==> src/rtl/cycle_sequencer_pkg.sv <==
// cycle_sequencer_pkg
//   Shared decode-interface definitions for the M6502 sequencing block.
//   Holds the enable-bus indices used by DecodeLogic and the sequencer,
//   the T0..T7 bit positions of the one-hot timing vector, and the
//   one-hot cycle-state enumeration.
package cycle_sequencer_pkg;

    // Enable-bus indices (bit positions within the 64-bit enables bus)
    localparam int TIMING_RESET = 0;
    localparam int WRITE_EN     = 1;
    localparam int PC_INC       = 2;
    localparam int RA_DATA_IN_Q = 3;
    localparam int PC_LOAD      = 4;

    // Bit positions of the timing vector: bit n = Tn
    localparam int T0 = 0;
    localparam int T1 = 1;
    localparam int T2 = 2;
    localparam int T3 = 3;
    localparam int T4 = 4;
    localparam int T5 = 5;
    localparam int T6 = 6;
    localparam int T7 = 7;

    // Opcode held after reset: NOP decodes harmlessly
    localparam logic [7:0] OPC_NOP = 8'hEA;

    // One-hot cycle states; the encoding is the timing vector itself
    typedef enum logic [7:0] {
        ST_T0 = 8'h01,
        ST_T1 = 8'h02,
        ST_T2 = 8'h04,
        ST_T3 = 8'h08,
        ST_T4 = 8'h10,
        ST_T5 = 8'h20,
        ST_T6 = 8'h40,
        ST_T7 = 8'h80
    } timing_t;

endpackage

==> src/rtl/cycle_sequencer_program_counter.sv <==
// program_counter
//   16-bit program counter with synchronous active-high reset to RESET_PC.
//   Load has priority over increment; increment wraps modulo 2^16.
// Ports:
//   clock      - system clock
//   reset      - synchronous active-high reset
//   load       - load pc from load_value
//   inc        - increment pc by one
//   load_value - value loaded when load is set
//   pc         - current program counter
module program_counter #(
    parameter logic [15:0] RESET_PC = 16'h0000
) (
    input  logic        clock,
    input  logic        reset,
    input  logic        load,
    input  logic        inc,
    input  logic [15:0] load_value,
    output logic [15:0] pc
);

    always_ff @(posedge clock) begin
        if (reset) begin
            pc <= RESET_PC;
        end else if (load) begin
            pc <= load_value;
        end else if (inc) begin
            pc <= pc + 16'd1;
        end
    end

endmodule

==> src/rtl/cycle_sequencer.sv <==
// cycle_sequencer
//   Sequencing end of the M6502 decode interface. Generates the one-hot
//   timing vector and the registered opcode consumed by DecodeLogic, and
//   owns the program counter, opcode fetch register and operand-low latch.
// Ports:
//   clock   - system clock, all state updates on rising edge
//   reset   - synchronous active-high reset
//   data_in - memory read data for the current address
//   enables - control enables from DecodeLogic (TIMING_RESET, PC_INC, PC_LOAD)
//   timing  - one-hot cycle state T0..T7, bit n = Tn
//   opcode  - instruction register
//   address - memory address, equal to the program counter
//   overrun - sticky: timing wrapped past T7 without TIMING_RESET
module cycle_sequencer
    import cycle_sequencer_pkg::*;
#(
    parameter logic [15:0] RESET_PC = 16'h0000
) (
    input  logic        clock,
    input  logic        reset,
    input  logic [7:0]  data_in,
    input  logic [63:0] enables,
    output logic [7:0]  timing,
    output logic [7:0]  opcode,
    output logic [15:0] address,
    output logic        overrun
);

    timing_t     state;
    logic [7:0]  adl;
    logic        pc_load;
    logic        pc_inc;
    logic [15:0] pc;

    // WRITE_EN and the remaining enables are decoded elsewhere
    logic unused_enables;
    assign unused_enables = ^enables;

    always_ff @(posedge clock) begin
        if (reset) begin
            state   <= ST_T0;
            opcode  <= OPC_NOP;
            adl     <= 8'h00;
            overrun <= 1'b0;
        end else begin
            // TIMING_RESET is ignored in T0: the decoder is still looking
            // at the previous instruction's opcode during the fetch cycle.
            if (state == ST_T0) begin
                state <= ST_T1;
            end else if (enables[TIMING_RESET]) begin
                state <= ST_T0;
            end else begin
                case (state)
                    ST_T1:   state <= ST_T2;
                    ST_T2:   state <= ST_T3;
                    ST_T3:   state <= ST_T4;
                    ST_T4:   state <= ST_T5;
                    ST_T5:   state <= ST_T6;
                    ST_T6:   state <= ST_T7;
                    ST_T7: begin
                        state   <= ST_T0;
                        overrun <= 1'b1;
                    end
                    default: state <= ST_T0;
                endcase
            end

            if (state == ST_T0) begin
                opcode <= data_in;
            end
            if (state == ST_T1) begin
                adl <= data_in;
            end
        end
    end

    // Fetch cycle always increments; a PC_INC in the same cycle merges
    // into that single increment. A stale PC_LOAD during T0 is ignored.
    assign pc_load = enables[PC_LOAD] && !state[T0];
    assign pc_inc  = state[T0] || enables[PC_INC];

    program_counter #(
        .RESET_PC(RESET_PC)
    ) u_pc (
        .clock      (clock),
        .reset      (reset),
        .load       (pc_load),
        .inc        (pc_inc),
        .load_value ({data_in, adl}),
        .pc         (pc)
    );

    assign timing  = state;
    assign address = pc;

endmodule

==> config.mk <==
export PLATFORM = sky130hd
export DESIGN_NAME = cycle_sequencer
export DESIGN_NICKNAME = d
export VERILOG_FILES = /design/src/rtl/cycle_sequencer_pkg.sv /design/src/rtl/cycle_sequencer_program_counter.sv /design/src/rtl/cycle_sequencer.sv
export SDC_FILE = /design/constraint.sdc
export NUM_CORES = 1
export LEC_CHECK = 0
export ABC_AREA = 1
export CAP_MARGIN = 0
export CORE_UTILIZATION = 43
export CTS_CLUSTER_DIAMETER = 80
export DETAILED_ROUTE_END_ITERATION = 6
export PLACE_DENSITY = 0.86
export REMOVE_ABC_BUFFERS = 1
export SLEW_MARGIN = 0
export SYNTH_ARGS = -nofsm -noshare
export SYNTH_HDL_FRONTEND = slang
export SYNTH_HIERARCHICAL = 1
export SYNTH_SLANG_ARGS = --single-unit
==> constraint.sdc <==
create_clock -name clock -period 3.7 [get_ports clock]
set_clock_uncertainty 0.1 [all_clocks]
set_input_delay 1.11 -clock clock [delete_from_list [all_inputs] [get_ports clock]]
set_output_delay 1.11 -clock clock [all_outputs]
set_load 0.005 [all_outputs]
* Word level (Yosys, flattened, before mapping)
Cells that the tools add are included.
** Word-level totals
- Bits in registers :: 41
- Input port bits :: 74
- Output and inout port bits :: 33
- Word-level logic and storage cells :: 28
** Cells by class
- Add/subtract/negate cells :: 1
- Equal/unequal tests :: 8
- Multiplexer cells :: 5
- Bitwise gates (word level) :: 2
- Reduce and logical (&&, ||, !) cells :: 6
** Operators by type and width (number)
- 8-bit one-hot mux with 6 select lines :: 1
- 16-bit 2-to-1 mux :: 2
- 16-bit by 1-bit adder with 16-bit output, second input constant :: 1
- 8-bit by 1-bit equality test with 1-bit output, second input constant :: 1
- 8-bit by 2-bit equality test with 1-bit output, second input constant :: 1
- 8-bit by 3-bit equality test with 1-bit output, second input constant :: 1
- 8-bit by 4-bit equality test with 1-bit output, second input constant :: 1
- 8-bit by 5-bit equality test with 1-bit output, second input constant :: 1
- 8-bit by 6-bit equality test with 1-bit output, second input constant :: 1
- 8-bit by 7-bit equality test with 1-bit output, second input constant :: 1
- 8-bit equality test, second input constant :: 1
- 2-bit 2-to-1 mux :: 2
- 3-bit AND reduction :: 1
- 3-bit OR reduction :: 1
- 1-bit NOT :: 2
- 2-bit nonzero test :: 1
- 1-bit logical AND :: 1
- 1-bit logical NOT :: 1
- 1-bit logical OR :: 1

* Depth between registers and ports, before layout
Gate-level depths: netlist (run 1).
- Depth after elaboration :: 4
- Depth in mapped cells :: 9
- Mapped depth without buffers :: 9

* Cells and area by module
The synthesis (run 1) kept the hierarchy.
** By module, submodules not included
- cycle_sequencer :: times used 1, cells each 132, area an instance 1052.3 µm², sequential area each 500.5 µm²
- program_counter :: times used 1, cells each 148, area an instance 1011.0 µm², sequential area each 320.3 µm²

* Least setup slack after synthesis (run 1)
No wires, ideal clock.
- Path kind :: input-to-reg
- Start point :: input enables[2]
- End point :: register u_pc.pc[10]
- Library setup time :: 0.070 ns
- Data arrival time :: 1.998 ns
- Required time :: 3.530 ns
- Slack :: 1.531 ns
- Stages :: 5
- Path buffers :: 1
- Cell sequence :: or2_2 -> nor2_1 -> buf_2 -> a22oi_1 -> a21oi_1
** Between the ends
- Cells in the longest elaborated chain, start to end :: 2
** Ends and longest elaborated chain
- start, declared :: RTL line cycle_sequencer.sv:22 : input logic [63:0] enables,
- 1-bit logical OR :: RTL line cycle_sequencer.sv:80 : assign pc_inc = state[T0] || enables[PC_INC];
- 2-bit nonzero test (no source line)
- end signal, assigned :: RTL line cycle_sequencer_program_counter.sv:26 : pc <= load_value;
- end signal, assigned :: RTL line cycle_sequencer_program_counter.sv:28 : pc <= pc + 16'd1;
- end, declared :: RTL line cycle_sequencer_program_counter.sv:19 : output logic [15:0] pc
Every way passes these cells.
A chain may end at the register's enable or synchronous reset.

* Worst setup path after layout (run 1)
- Start point :: register u_pc.pc[3]
- End point :: output address[3]
** RTL lines
- end, declared :: RTL line cycle_sequencer.sv:25 : output logic [15:0] address,
No word-level cell between the ends.

==> results of run 1 <==
routing by layer:
layer  up-vias  GRT usage (%)  wire (um)
li1       1010              -          -
met4         0           10.0        113
met2        63           34.7       2390
met3        11           4.92        324
met1       914           26.9       2210
met5         -              0          0
registers in the layout, indices dropped and copies added (netlist names):
name	count
u_pc/pc	16
adl	8
opcode	8
timing	8
overrun	1
cell families (layout without fill, tap and decap cells):
| family | after synthesis | in the layout |
|---|---|---|
| compound gates | 45 | 45 |
| simple gates | 153 | 153 |
| flops | 41 | 41 |
| xor+xnor | 7 | 7 |
| buf+inv | 33 | 85 |
| fa+ha+maj | 1 | 1 |
cells in the mapped netlist, drive strengths merged:
library cell,instances,area share [%]
xnor2,2,0.85
nor3,5,2.5
a31oi,1,0.30
a22oi,10,3.6
nand2,57,12
buf,2,0.61
a21oi,14,3.4
inv,27,5.0
or2,1,0.30
nand3,26,6.8
dfxtp,41,40
clkinv,1,0.79
clkbuf,3,0.55
o21ai,16,3.9
ha,1,0.61
nand4,3,0.91
nor2,61,14
o21bai,4,1.6
xor2,5,2.1
worst min path at each step:
stage	cells after the start	endpoint
2_1_floorplan	2	u_pc/pc[4]
3_3_place_gp	2	opcode[7]
3_5_place_dp	2	overrun
4_1_cts	2	opcode[6]
5_1_grt	2	opcode[7]
6_report	2	opcode[7]
cell type report:
class	count	area, um2
clock buffers	5	68.8
multi-input cells	206	1100
repair buffers	49	480
well taps	52	65.1
fillers	401	1800
clock inverters	3	17.5
inverters	28	120
flip-flops and latches	41	821
power by group through the flow:
stage | Combinational [uW] | Sequential [uW] | Clock (uW)
final | 203 | 506 | 294
after global routing | 222 | 511 | 315
after CTS | 202 | 506 | 300
after detailed placement | 201 | 516 | 0
after global placement | 196 | 516 | 0
after floorplan | 101 | 512 | 0
metrics by stage:
stage          instance area, um2  setup slack (ns)  hold slack, ns
2_1_floorplan                2040              1.21           0.352
3_3_place_gp                 2580             0.926           0.355
3_5_place_dp                 2580             0.913           0.367
4_1_cts                      2670              1.18           0.388
5_1_grt                      2670              1.07           0.406
6_report                     2670              1.19           0.381
worst reg2reg max path, delay by kind of cell (launching register included):
kind / cells / cell delay (ns)
buffers and inverters: 2 / 0.52
flip-flops: 1 / 0.45
AND/OR/NAND/NOR: 3 / 0.36
AO/OA/AOI/OAI: 1 / 0.17
==> impl_metrics.yaml, run 1 <==
run_status:
  outcome: "finished, violations left"
  violations: "DRC"
yosys:
  synth-simple-area-share_pct: 36.8
  synth.avg_cell_area_um2: 7.37
  synthMuxAreaShare_pct: 0
  synth_adder_area_share_pct: 0.606
  synth_top_family_by_area: "simple AND/OR/NAND/NOR gates"
  synth_seq_cells: 41
  syn_inst: 280
  yosysSeqAreaShare_pct: 39.8
  synth.cell_area_um2: 2060
  synthDistinctLibCells: 33
  ys_warn_count: 6
  synth_compound_area_share_pct: 12.9
  synthXorXnorAreaFrac_pct: 2.97
job:
  max_cap_violations: 0
clocking:
  clk_pin_slew_worst_paths_ns: 0.08
  cts_tree: "built"
  cts_max_level: 2
  clockBufferDepth: 2
  cts_resized: 0
  cts-root-buf: "clkbuf_8"
  post_cts_buffers: 0
  cts_hold_buf: 0
  worstSkewPairLatency_ns: 0.31
  cts_buffers: 5
  numClockSinks: 41
sta:
  fmax_mhz: 398
  timing.setup.tns_ns: 0
  fin_crit_ns: 2.51
  tightest_slew_ns: 0.425
  rsz0062_at_grt: "false"
  setup_viol: 0
  hold_viol: 0
  maxSlewViolCount: 0
  slew_headroom_pct: 71.6
  fin_crit_sh_pct: 68.0
drt:
  vias: 1998
  routed_wl_um: 5030
  first_pass_iters: 6
  wl_per_cell_um: 13.1
  drt-initial-drc-count: 163
  remaining_drc_errors: 3
  vias_per_cell: 5.20
  drtAntennaViolNets: 0
critical_path:
  crit_path_end_kind: "output pin"
  startpoint: "u_pc/pc[3]"
  cp_num_cells: 1
  critPathKind: "flop to output pin"
  path_cells: "clkdlybuf4s50_1"
  crit_slowest_cell: "clkdlybuf4s50_1"
  worst-path-buf-inv: 1
  reg2reg_from: "timing[0]"
  crit_family: "buffers and inverters"
  cp.required_ns: 2.49
  critPathMaxFanout: 4
  cp.arrival_ns: 1.30
  r2r_slack_ns: 2.04
  reg2regPathDepth: 6
  crit_path_start_kind: "flop"
  endpoint: "address[3]"
  reg2reg_to: "u_pc/pc[9]"
  cpPeakStageDelay_ns: 0.55
floorplanning:
  die_x_um: 71.3
  core_area_um2: 4470
  boundaryPins: 107
  die_h_um: 71.3
  start_util_pct: 46.1
  rows: 24
  die-area_um2: 5080
finish:
  final_core_util_pct: 59.7
  drive_gt1_share_pct: 14.2
  area_growth_pct: 29.5
  final_cell_mix: "nand2_1 (48), nor2_1 (47), clkdlybuf4s50_1 (45)"
  nets: 406
  layout.cells.non_filler: 384
  final_common_cell: "nand2_1"
  diodes: 0
grt:
  antenna_found_initial: 0
  grt_max_degree: 17
  grt_pass1_wl_um: 8430
  grt_util_all_layers_pct: 21.3
  grt_pass1_vias: 1889
  grt.overflow.total: 0
min_path:
  worstHoldPathType: "flop to flop"
  min_from: "opcode[7]"
power_and_ir_drop:
  p_leak_uw: 0.00104
  clkPwrFrac_pct: 29.3
  power.internal_uw: 703
  combinationalPowerShare_pct: 20.2
  peakVddDrop_mv: 0.201
  p_switching_uw: 299
  sequentialPowerShare_pct: 50.5
  power_uw: 1000
  swShare_pct: 29.9
  power_density_nw_per_um2: 375
place:
  place_congestion: 0.904
  hpwl_um: 3700
  io_buffers: 45
  dp_cells: 376
Power figures use the tool's default switching activity.
==> run 2: changes to the inputs <==
--- a/config.mk
+++ b/config.mk
@@ -7,10 +7,10 @@
 export LEC_CHECK = 0
 export ABC_AREA = 1
 export CAP_MARGIN = 0
-export CORE_UTILIZATION = 43
+export CORE_UTILIZATION = 36
 export CTS_CLUSTER_DIAMETER = 80
 export DETAILED_ROUTE_END_ITERATION = 6
-export PLACE_DENSITY = 0.86
+export PLACE_DENSITY = 0.77
 export REMOVE_ABC_BUFFERS = 1
 export SLEW_MARGIN = 0
 export SYNTH_ARGS = -nofsm -noshare
==> constraint.sdc (replaced) <==
create_clock -name clock -period 2.3 [get_ports clock]
set_clock_uncertainty 0.1 [all_clocks]
set_input_delay 0.69 -clock clock [delete_from_list [all_inputs] [get_ports clock]]
set_output_delay 0.69 -clock clock [all_outputs]
set_load 0.005 [all_outputs]
==> run 2 against run 1 <==
Net effect: the run now ends clean; global-route usage down 3.2 points; via count up 0.95%; utilization down 9.9 points; final cell count up 6.5%; critical path depth unchanged; cell area up 2.7%; sequential share of layout area down 0.81 points.
==> impl_metrics.yaml, run 2 (synthesized netlist as in run 1, its figures left out) <==
finish:
  largest_register: "u_pc/pc"
  n_fill_cell: 535
  final_common_cell: "nand2_1"
  drive_gt1_share_pct: 15.4
  largest_reg_flops: 16
  diodes: 0
  nets: 411
  area_growth_pct: 33.0
  seq_area_um2: 821
  final_cell_mix: "nand2_1 (48), nor2_1 (47), clkdlybuf4s50_1 (45)"
  multi_input_area_um2: 1100
grt:
  grt_pass1_wl_um: 8700
  grtUsageMet1_pct: 23.1
  grt_max_degree: 17
  grt_pass1_vias: 1908
  grt.overflow.total: 0
  use_met2_pct: 31.2
  busiest_layer: "met2"
  grt_util_all_layers_pct: 18.2
  antenna_found_initial: 0
  grtUsageMet3_pct: 2.82
job:
  max_cap_violations: 0
critical_path:
  path_cells: "clkdlybuf4s50_1"
  crit_path_end_kind: "output pin"
  cp.required_ns: 1.51
  reg2reg_from: "timing[0]"
  cpPeakStageDelay_ns: 0.56
  crit_family: "buffers and inverters"
  reg2reg_to: "u_pc/pc[1]"
  crit_slowest_cell: "clkdlybuf4s50_1"
  cp.arrival_ns: 1.35
  critPathKind: "flop to output pin"
  reg2regPathDepth: 8
  crit_path_start_kind: "flop"
  worst-path-buf-inv: 1
  startpoint: "u_pc/pc[4]"
  critPathMaxFanout: 5
  r2r_slack_ns: 0.79
floorplanning:
  die_h_um: 77.7
  start_util_pct: 37.5
  boundaryPins: 107
  rows: 27
  die-area_um2: 6040
  core_area_um2: 5510
  die_x_um: 77.7
drt:
  drt-initial-drc-count: 177
  remaining_drc_errors: 0
  drtAntennaViolNets: 0
  wl_per_cell_um: 12.7
  vias: 2017
  routed_wl_um: 5210
  first_pass_iters: 4
  vias_per_cell: 4.93
min_path:
  worstHoldPathType: "flop to flop"
  worstHoldEndpoint: "opcode[5]"
  min_from: "opcode[5]"
  hold_depth: 2
power_and_ir_drop:
  p_leak_uw: 0.00107
  peakVddDrop_mv: 0.269
  power_uw: 1640
  power_density_nw_per_um2: 599
clocking:
  cts-root-buf: "clkbuf_8"
  numClockSinks: 41
  post_cts_buffers: 0
  cts_resized: 0
  clk_pin_slew_worst_paths_ns: 0.08
  cts_max_level: 2
  cts_buffers: 5
  worstSkewPairLatency_ns: 0.30
  clockBufferDepth: 2
  cts_hold_buf: 0
  cts_tree: "built"
place:
  pre_cts_slack_ns: 0.0324
  place_congestion: 0.875
  io_buffers: 45
  hpwl_um: 3940
sta:
  hold_viol: 0
  tightest_slew_ns: 0.400
  timing.setup.tns_ns: 0
  setup_viol: 0
  slew_headroom_pct: 73.3
  fmax_mhz: 468
  fin_crit_ns: 2.14
  timing.final.ws_setup_ns: 0.161
  maxSlewViolCount: 0
  hold_ws_ns: 0.374
  fin_crit_sh_pct: 93.0
  rsz0062_at_grt: "false"
run_status:
  outcome: "finished, final reports clean"
run 2: cell count changes in the layout (fill, tap and decap cells not counted), sizes merged:
cell | previous run | this run
buf | 4 | 9
clkbuf | 5 | 6
clkinvlp | 1 | 0
run 2: layout make-up:
type	count	share of cell area, %
flip-flops and latches	41	29.9
inverters	28	4.38
repair buffers	54	18.9
well taps	72	3.28
clock inverters	2	0.502
multi-input cells	206	40.0
clock buffers	6	3.01
run 2: per-layer routing:
layer	share of wire, %	up-vias
met1	46	939
li1	-	1021
met2	48	52
met4	1.0	0
met3	5.1	5
met5	0	-
run 2: worst max-delay path by stage:
| stage | depth (start not counted) | end | slack, ns |
|---|---|---|---|
| 5_1_grt | 1 | address[4] | 0.12 |
| 3_5_place_dp | 10 | u_pc/pc[1] | 0.03 |
| 3_3_place_gp | 10 | u_pc/pc[1] | 0.04 |
| 4_1_cts | 1 | address[4] | 0.16 |
| 2_1_floorplan | 9 | u_pc/pc[1] | 0.23 |
| 6_report | 1 | address[4] | 0.16 |
run 2: through the flow:
step	instances	cell area, um2	utilization (%)
after floorplan	275	2040	-
after global placement	401	2650	48.1
after detailed placement	401	2650	48.1
after CTS	409	2740	49.8
after global routing	409	2740	49.8
final	409	2740	49.8
run 2: where the power goes:
part / switching, uW / internal [uW] / total, uW
combinational: 169 / 165 / 334
sequential: 48.2 / 764 / 812
clock: 253 / 243 / 497
total: 470 / 1170 / 1640
==> run 3: changes to the inputs <==
--- a/config.mk
+++ b/config.mk
@@ -7,12 +7,12 @@
 export LEC_CHECK = 0
 export ABC_AREA = 1
 export CAP_MARGIN = 0
+export CORE_ASPECT_RATIO = 1.4
 export CORE_UTILIZATION = 36
 export CTS_CLUSTER_DIAMETER = 80
 export DETAILED_ROUTE_END_ITERATION = 6
 export PLACE_DENSITY = 0.77
 export REMOVE_ABC_BUFFERS = 1
-export SLEW_MARGIN = 0
 export SYNTH_ARGS = -nofsm -noshare
 export SYNTH_HDL_FRONTEND = slang
 export SYNTH_HIERARCHICAL = 1
==> constraint.sdc (replaced) <==
create_clock -name clock -period 2.3 [get_ports clock]
set_clock_uncertainty 0.1 [all_clocks]
set_input_delay 0.23 -clock clock [delete_from_list [all_inputs] [get_ports clock]]
set_output_delay 0.23 -clock clock [all_outputs]
set_load 0.005 [all_outputs]
==> run 3 against run 2 <==
Net effect: critical path depth is 3 higher; non-clock buffer count down 6; sequential cell count unchanged; global-route usage shrank 0.12 points; combinational power is 4% lower; count of clock-buffer cells in the layout did not move; cell area down 0.96%; largest power group unchanged; highest routed layer unchanged.
==> impl_metrics.yaml, run 3 (synthesized netlist as in run 1, its figures left out) <==
grt:
  grt_util_all_layers_pct: 18.1
  antenna_found_initial: 0
  grt_max_degree: 17
  grt_pass1_wl_um: 8340
  grt_pass1_vias: 1852
  grt.overflow.total: 0
finish:
  final_common_cell: "nand2_1"
  drive_gt1_share_pct: 13.9
  area_growth_pct: 31.7
  largest_reg_flops: 16
  n_fill_cell: 558
  diodes: 0
  final_area_um2: 2720
  final_cell_mix: "nand2_1 (48), nor2_1 (47), clkdlybuf4s50_1 (45)"
  nets: 405
  largest_register: "u_pc/pc"
floorplanning:
  die_x_um: 66.0
  die-area_um2: 6040
  boundaryPins: 107
  rows: 32
  core_area_um2: 5530
  die_h_um: 91.6
  start_util_pct: 37.3
job:
  max_cap_violations: 0
sta:
  fmax_mhz: 510
  fin_crit_ns: 1.96
  timing.setup.tns_ns: 0
  rsz0062_at_grt: "false"
  fin_crit_sh_pct: 85.2
  hold_viol: 0
  slew_headroom_pct: 38.3
  setup_viol: 0
  tightest_slew_ns: 0.921
  maxSlewViolCount: 0
critical_path:
  cp.required_ns: 2.42
  critPathMaxFanout: 13
  cp.arrival_ns: 2.08
  critPathKind: "flop to flop"
  crit_path_start_kind: "flop"
  crit_path_end_kind: "flop"
clocking:
  cts_max_level: 2
  post_cts_buffers: 0
  cts_buffers: 5
  cts_tree: "built"
  clk_pin_slew_worst_paths_ns: 0.08
  numClockSinks: 41
  worstSkewPairLatency_ns: 0.29
  cts_resized: 0
  clockBufferDepth: 2
  cts-root-buf: "clkbuf_8"
  cts_hold_buf: 0
power_and_ir_drop:
  power.internal_uw: 1270
  p_leak_uw: 0.00105
  power_density_nw_per_um2: 642
  p_switching_uw: 473
  clkPwrFrac_pct: 35.0
  combinationalPowerShare_pct: 18.3
  sequentialPowerShare_pct: 46.6
  peakVddDrop_mv: 0.285
  swShare_pct: 27.1
drt:
  drtAntennaViolNets: 0
  drt-initial-drc-count: 129
  remaining_drc_errors: 0
  first_pass_iters: 4
  vias_per_cell: 5.03
  routed_wl_um: 5060
  wl_per_cell_um: 12.7
  vias: 2006
place:
  io_buffers: 45
  hpwl_um: 3800
  dpl_cell_area_um2: 2600
  place_congestion: 0.879
min_path:
  worstHoldPathType: "flop to flop"
run_status:
  outcome: "finished, final reports clean"
[run 3: path summary, 6_finish.rpt]
kind,start,end,slack (ns),depth (start not counted)
worst min-delay path,opcode[1],opcode[1],0.37,2
worst min register to register,opcode[1],opcode[1],0.37,2
worst max-delay path,timing[0],u_pc/pc[5],0.34,4
worst max register to register,timing[0],u_pc/pc[5],0.34,4
[run 3: critical path, stage by stage (launching register included)]
cell and delay (ns):
dfxtp_1 0.36, or2_2 0.37, nor2_1 0.72, a22oi_1 0.14, a21oi_1 0.20
[run 3: power groups by stage]
stage | Clock [uW] | Sequential, uW | Combinational [uW]
after floorplan | 0 | 824 | 162
final | 611 | 814 | 320
after global placement | 0 | 828 | 317
after global routing | 651 | 822 | 353
after detailed placement | 0 | 830 | 320
after CTS | 619 | 814 | 322
[run 3: cell type report]
type,instances,area [um2],area share [%]
sequential,41,821,30.2
multi-input combinational,206,1100,40.4
clock buffer,6,82.6,3.04
inverter,28,120,4.42
tap,68,85.1,3.13
clock inverter,2,37.5,1.38
timing repair buffer,48,473,17.4
[run 3: metal layers]
layer  share of wire [%]  GRT usage [%]
met3                 5.6           2.89
met1                  42           20.7
met5                   0              0
met4                 1.9           8.33
met2                  50           31.7
[run 3: stage by stage]
| stage | utilization, % | hold WS [ns] | instances | worst slack [ns] | power [uW] |
|---|---|---|---|---|---|
| floorplan | - | 0.199 | 275 | 0.569 | 986 |
| global placement | 47.0 | 0.354 | 391 | 0.144 | 1150 |
| detailed placement | 47.0 | 0.355 | 391 | 0.134 | 1150 |
| CTS | 49.2 | 0.379 | 399 | 0.364 | 1760 |
| global route | 49.2 | 0.401 | 399 | 0.227 | 1830 |
| finish | 49.2 | 0.374 | 399 | 0.340 | 1750 |
==> RTL edit 1, RTL diff (settings of run 3) <==
Put one more register stage on the output `opcode`. The value now appears one clock later. The other outputs are not delayed to match. Comments in the files are not updated.
--- a/src/rtl/cycle_sequencer.sv
+++ b/src/rtl/cycle_sequencer.sv
@@ -26,6 +26,8 @@
     output logic        overrun
 );
 
+    logic [7:0] opcode_s0;
+
     timing_t     state;
     logic [7:0]  adl;
     logic        pc_load;
@@ -39,7 +41,7 @@
     always_ff @(posedge clock) begin
         if (reset) begin
             state   <= ST_T0;
-            opcode  <= OPC_NOP;
+            opcode_s0 <= OPC_NOP;
             adl     <= 8'h00;
             overrun <= 1'b0;
         end else begin
@@ -66,7 +68,7 @@
             end
 
             if (state == ST_T0) begin
-                opcode <= data_in;
+                opcode_s0 <= data_in;
             end
             if (state == ST_T1) begin
                 adl <= data_in;
@@ -93,5 +95,9 @@
     assign timing  = state;
     assign address = pc;
 
+    always_ff @(posedge clock) begin
+        opcode <= opcode_s0;
+    end
+
 endmodule
 
Function: changed (a bounded check fails within 4 cycles, from zero or initial values and one cycle with reset high).
==> RTL edit 1 against run 3 <==
Sequential share of layout area rose by 4.9 points. Sequential cell count rose by 8. Die area rose by 5.5%. Setup slack improved by 0.32 ns. Critical path type is now reg -> out. Area after synthesis rose by 5.6%. Routed wire length rose by 5.4%. Total power rose by 4.1%. Design area rose by 2.9%. Largest power group unchanged. Via count rose by 2.0%.
==> RTL edit 1: results (changes against run 3) <==
[finish]
layout.nets=407  ; +0.49%

[power]
p_int_mw=1.301  ; +2.3%
worst_ir_drop_vdd_v=0.0004215  ; +48%
power.leakage_nw=1.088  ; +4.0%

[routing]
via_count=2046  ; +2.0%
finalWirelength_mm=5.332  ; +5.4%
initialDrtViolationCount=207  ; +60%
route.detailed.wl_per_inst_um=13.23  ; +4.4%
drtPass1Iterations=4  ; unchanged

[run_status]
status=completed

[worst_setup_path]
slowest_delay_ns=0.55  ; -0.17 ns
slowest_stage=clkdlybuf4s50_1
worstPathMaxFanout=5  ; -8
cp_top_family=buffers and inverters
arrival_ns=1.31  ; -0.77 ns

[yosys]
ys_top_cells_by_area=dfxtp_1, nand2_1, nor2_1
synthCells=282  ; +0.71%
ys_seq_area_frac=0.4501  ; +0.05224
synthTopCellsByCount=dfxtp_1, nand2_1, nor2_1, nand3_1, inv_1

[global_route]
grt_pass1_vias=1937  ; +4.6%
grt_usage=0.1838  ; +0.003089
grt_pass1_wl_mm=8.845  ; +6.1%

[placement]
dp_cells=395  ; +1.0%
post-place-ws_ns=0.4134  ; +0.2791 ns
hpwl_mm=3.883  ; +2.1%

[timing]
relSlewSlack=0.6863  ; +0.3029

RTL edit 1: cells by family (layout without fill, tap and decap cells):
group / Yosys count / after routing / share of synthesized area
simple gates: 149 / 149 / 0.3295
flops: 49 / 49 / 0.4501
compound gates: 46 / 46 / 0.1274
buf+inv: 30 / 81 / 0.05913
fa+ha+maj: 1 / 1 / 0.005740
xor+xnor: 7 / 7 / 0.02813
RTL edit 1: final timing paths:
kind,startpoint,slack [ns],cells past startpoint,endpoint
max reg2reg,timing[0]$_SDFF_PP1_,0.70,6,u_pc/pc[11]$_SDFFE_PP0P_
min,opcode_s0[0]$_SDFFE_PP0P_,0.25,0,opcode[0]$_DFF_P_
max,u_pc/pc[7]$_SDFFE_PP0P_,0.66,1,address[7]
min reg2reg,opcode_s0[0]$_SDFFE_PP0P_,0.25,0,opcode[0]$_DFF_P_
RTL edit 1: through the flow:
step | power, mW | instance area (µm²) | hold slack, ns | util
2_1_floorplan | 1.149 | 2143 | 0.1990 | -
4_1_cts | 1.830 | 2798 | 0.2570 | 0.4772
3_3_place_gp | 1.320 | 2711 | 0.2399 | 0.4624
3_5_place_dp | 1.328 | 2711 | 0.2423 | 0.4624
5_1_grt | 1.903 | 2798 | 0.2643 | 0.4772
6_report | 1.818 | 2798 | 0.2534 | 0.4772
RTL edit 1: area by class of cell:
class	instances	area [µm²]
Fill cell	576	3065
Multi-Input combinational cell	203	1070
Sequential cell	49	980.9
Timing Repair Buffer	49	480.5
Inverter	24	92.59
Tap cell	70	87.58
Clock buffer	6	72.57
Clock inverter	2	13.76
RTL edit 1: power by group through the flow:
stage	logic, mW	registers (mW)	clock network [mW]
6_report	0.327	0.982	0.509
5_1_grt	0.361	0.992	0.550
4_1_cts	0.327	0.984	0.520
3_5_place_dp	0.325	1.00	0
3_3_place_gp	0.320	1.00	0
2_1_floorplan	0.155	0.994	0
RTL edit 1: layer usage:
layer  vias up  global-route usage  wire length (µm)
li1       1027                   -                 -
met1       957              0.2176              2292
met2        48              0.3086              2666
met3        14             0.03883               217
met4         0             0.08156               155
met5         -                   0                 0
==> RTL edit 2, RTL diff (flow settings as in run 3) <==
Without the edit above. Add an input register stage for `data_in` and `enables`; this delays them by one clock.
--- a/src/rtl/cycle_sequencer.sv
+++ b/src/rtl/cycle_sequencer.sv
@@ -26,6 +26,14 @@
     output logic        overrun
 );
 
+    logic [7:0] data_q;
+    logic [63:0] enables_q;
+
+    always_ff @(posedge clock) begin
+        data_q    <= data_in;
+        enables_q <= enables;
+    end
+
     timing_t     state;
     logic [7:0]  adl;
     logic        pc_load;
@@ -34,7 +42,7 @@
 
     // WRITE_EN and the remaining enables are decoded elsewhere
     logic unused_enables;
-    assign unused_enables = ^enables;
+    assign unused_enables = ^enables_q;
 
     always_ff @(posedge clock) begin
         if (reset) begin
@@ -47,7 +55,7 @@
             // at the previous instruction's opcode during the fetch cycle.
             if (state == ST_T0) begin
                 state <= ST_T1;
-            end else if (enables[TIMING_RESET]) begin
+            end else if (enables_q[TIMING_RESET]) begin
                 state <= ST_T0;
             end else begin
                 case (state)
@@ -66,18 +74,18 @@
             end
 
             if (state == ST_T0) begin
-                opcode <= data_in;
+                opcode <= data_q;
             end
             if (state == ST_T1) begin
-                adl <= data_in;
+                adl <= data_q;
             end
         end
     end
 
     // Fetch cycle always increments; a PC_INC in the same cycle merges
     // into that single increment. A stale PC_LOAD during T0 is ignored.
-    assign pc_load = enables[PC_LOAD] && !state[T0];
-    assign pc_inc  = state[T0] || enables[PC_INC];
+    assign pc_load = enables_q[PC_LOAD] && !state[T0];
+    assign pc_inc  = state[T0] || enables_q[PC_INC];
 
     program_counter #(
         .RESET_PC(RESET_PC)
@@ -86,7 +94,7 @@
         .reset      (reset),
         .load       (pc_load),
         .inc        (pc_inc),
-        .load_value ({data_in, adl}),
+        .load_value ({data_q, adl}),
         .pc         (pc)
     );
 
Function: changed (a bounded check fails within 4 cycles, from zero or initial values and one cycle with reset high).
==> RTL edit 2 against run 3 <==
Sequential cell count grew 11. Die area grew 7.6%. First-iteration DRC count shrank 47%. Total power grew 7.8%. Critical path depth shrank 3. Setup slack gained 0.32 ns. Sequential power grew 27%. Design area grew 5.3%. Sequential share of layout area grew 6.2 points. Routed wire length shrank 0.51%. Area after synthesis grew 7.8%. Highest routed layer unchanged.
==> RTL edit 2: results (changes against run 3) <==
[run_status]
status=completed

[yosys]
synthTopCellsByCount=dfxtp_1, nand2_1, nor2_1, nand3_1, inv_1
async_reset_ff_frac=0  ; unchanged
ys_seq_area_frac=0.4679  ; +0.07012
synth_ff_type=dfxtp_1
ys_types=30  ; -9.1%
ys_top_cells_by_area=dfxtp_1, nand2_1, nor2_1

[power]
worst_ir_drop_vdd_v=0.0004397  ; +54%
p_sw_uw=509.9  ; +7.8%
power.leakage_nw=1.124  ; +7.4%

[worst_setup_path]
slowest_delay_ns=0.54  ; -0.18 ns
worstPathMaxFanout=5  ; -8
cp_top_family=buffers and inverters
critPathKind=reg -> out
arrival_ns=1.31  ; -0.77 ns
r2r_cells=8  ; +4
cp-startpoint=u_pc/pc[5]$_SDFFE_PP0P_
r2r-end=u_pc/pc[1]$_SDFFE_PP0P_
slowest_stage=clkdlybuf4s50_1
rrSetupSlack_ns=0.73  ; +0.39 ns
critPathCapture=address[5]

[finish]
drive_gt1_frac=0.1068  ; -0.03215
largest-register=u_pc/pc
layout.nets=411  ; +1.5%
antenna_cells=0  ; unchanged

[routing]
initialDrtViolationCount=68  ; -47%
via_per_inst=4.968  ; -1.2%
finalWirelength_mm=5.031  ; -0.51%

[placement]
place_congestion=0.8605  ; -2.0%
hpwl_mm=3.657  ; -3.9%
io_buffers=45  ; unchanged

[clocking]
cts_buffers=5  ; unchanged
htree_levels=2  ; unchanged
insertion_delay_ns=0.30
postCtsSetupBuffers=0  ; unchanged
path_clk_slew_ns=0.09
cts_buffer_depth=2  ; unchanged

[global_route]
grt_pass1_wl_mm=8.590  ; +3.1%
grt_max_degree=17  ; unchanged
grt_pass1_vias=1915  ; +3.4%
grt_usage=0.1731  ; -0.007657

[worst_hold_path]
hp-class=in -> reg

[timing]
worst_slew_pin_slew_ns=0.4425  ; -0.4789 ns

## RTL edit 2: final cells by class
type | instances | area (µm²)
clock buffers | 7 | 86.33
fillers | 577 | 3042
clock inverters | 1 | 7.507
multi-input cells | 204 | 1065
well taps | 70 | 87.58
flip-flops and latches | 52 | 1041
repair buffers | 49 | 480.5
inverters | 24 | 95.09
## RTL edit 2: per-layer routing
layer / track usage / wire, µm / vias up
li1: - / - / 1035
met1: 0.2090 / 2195 / 937
met2: 0.2958 / 2524 / 43
met3: 0.03110 / 225 / 7
met4: 0.06771 / 85 / 0
met5: 0 / 0 / -
## RTL edit 2: worst reg2reg max path: cells and delay by family, from the launching register on
kind,cells,cell delay [ns]
buffers and inverters,3,0.39
DFF,1,0.36
and+or+nand+nor,5,0.63
## RTL edit 2: worst min path at each step
| stage | to | cells past startpoint | from | slack [ns] |
|---|---|---|---|---|
| after floorplan | data_q[0]$_DFF_P_ | 0 | data_in[0] | 0.16 |
| after global placement | opcode[6]$_SDFFE_PP1P_ | 2 | opcode[6]$_SDFFE_PP1P_ | 0.35 |
| after detailed placement | opcode[7]$_SDFFE_PP1P_ | 2 | opcode[7]$_SDFFE_PP1P_ | 0.35 |
| after CTS | data_q[7]$_DFF_P_ | 1 | data_in[7] | 0.25 |
| after global routing | data_q[0]$_DFF_P_ | 1 | data_in[0] | 0.25 |
| final | data_q[0]$_DFF_P_ | 1 | data_in[0] | 0.26 |
## RTL edit 2: kinds of logic after synthesis
family | count (synthesis) | share of synthesized area
AND/OR/NAND/NOR | 150 | 0.3223
flip-flops | 52 | 0.4679
AO/OA/AOI/OAI | 46 | 0.1232
buffers and inverters | 29 | 0.05343
XOR/XNOR | 7 | 0.02756
adder cells (fa/ha/maj) | 1 | 0.005623
## RTL edit 2: power groups by stage
stage	Clock, mW	Combinational, mW	Sequential, mW
3_5_place_dp	0	0.321	1.05
3_3_place_gp	0	0.314	1.05
4_1_cts	0.548	0.324	1.03
5_1_grt	0.583	0.361	1.04
2_1_floorplan	0	0.160	1.04
6_report	0.532	0.322	1.03
## RTL edit 2: per-stage QoR
step | total power [mW] | area [µm²] | util | worst slack (ns) | instances
final | 1.881 | 2863 | 0.4848 | 0.6640 | 407
after floorplan | 1.198 | 2201 | - | 0.5901 | 280
after global routing | 1.982 | 2863 | 0.4848 | 0.5298 | 407
after global placement | 1.361 | 2769 | 0.4690 | 0.7454 | 399
after CTS | 1.899 | 2863 | 0.4848 | 0.6432 | 407
after detailed placement | 1.368 | 2769 | 0.4690 | 0.7370 | 399
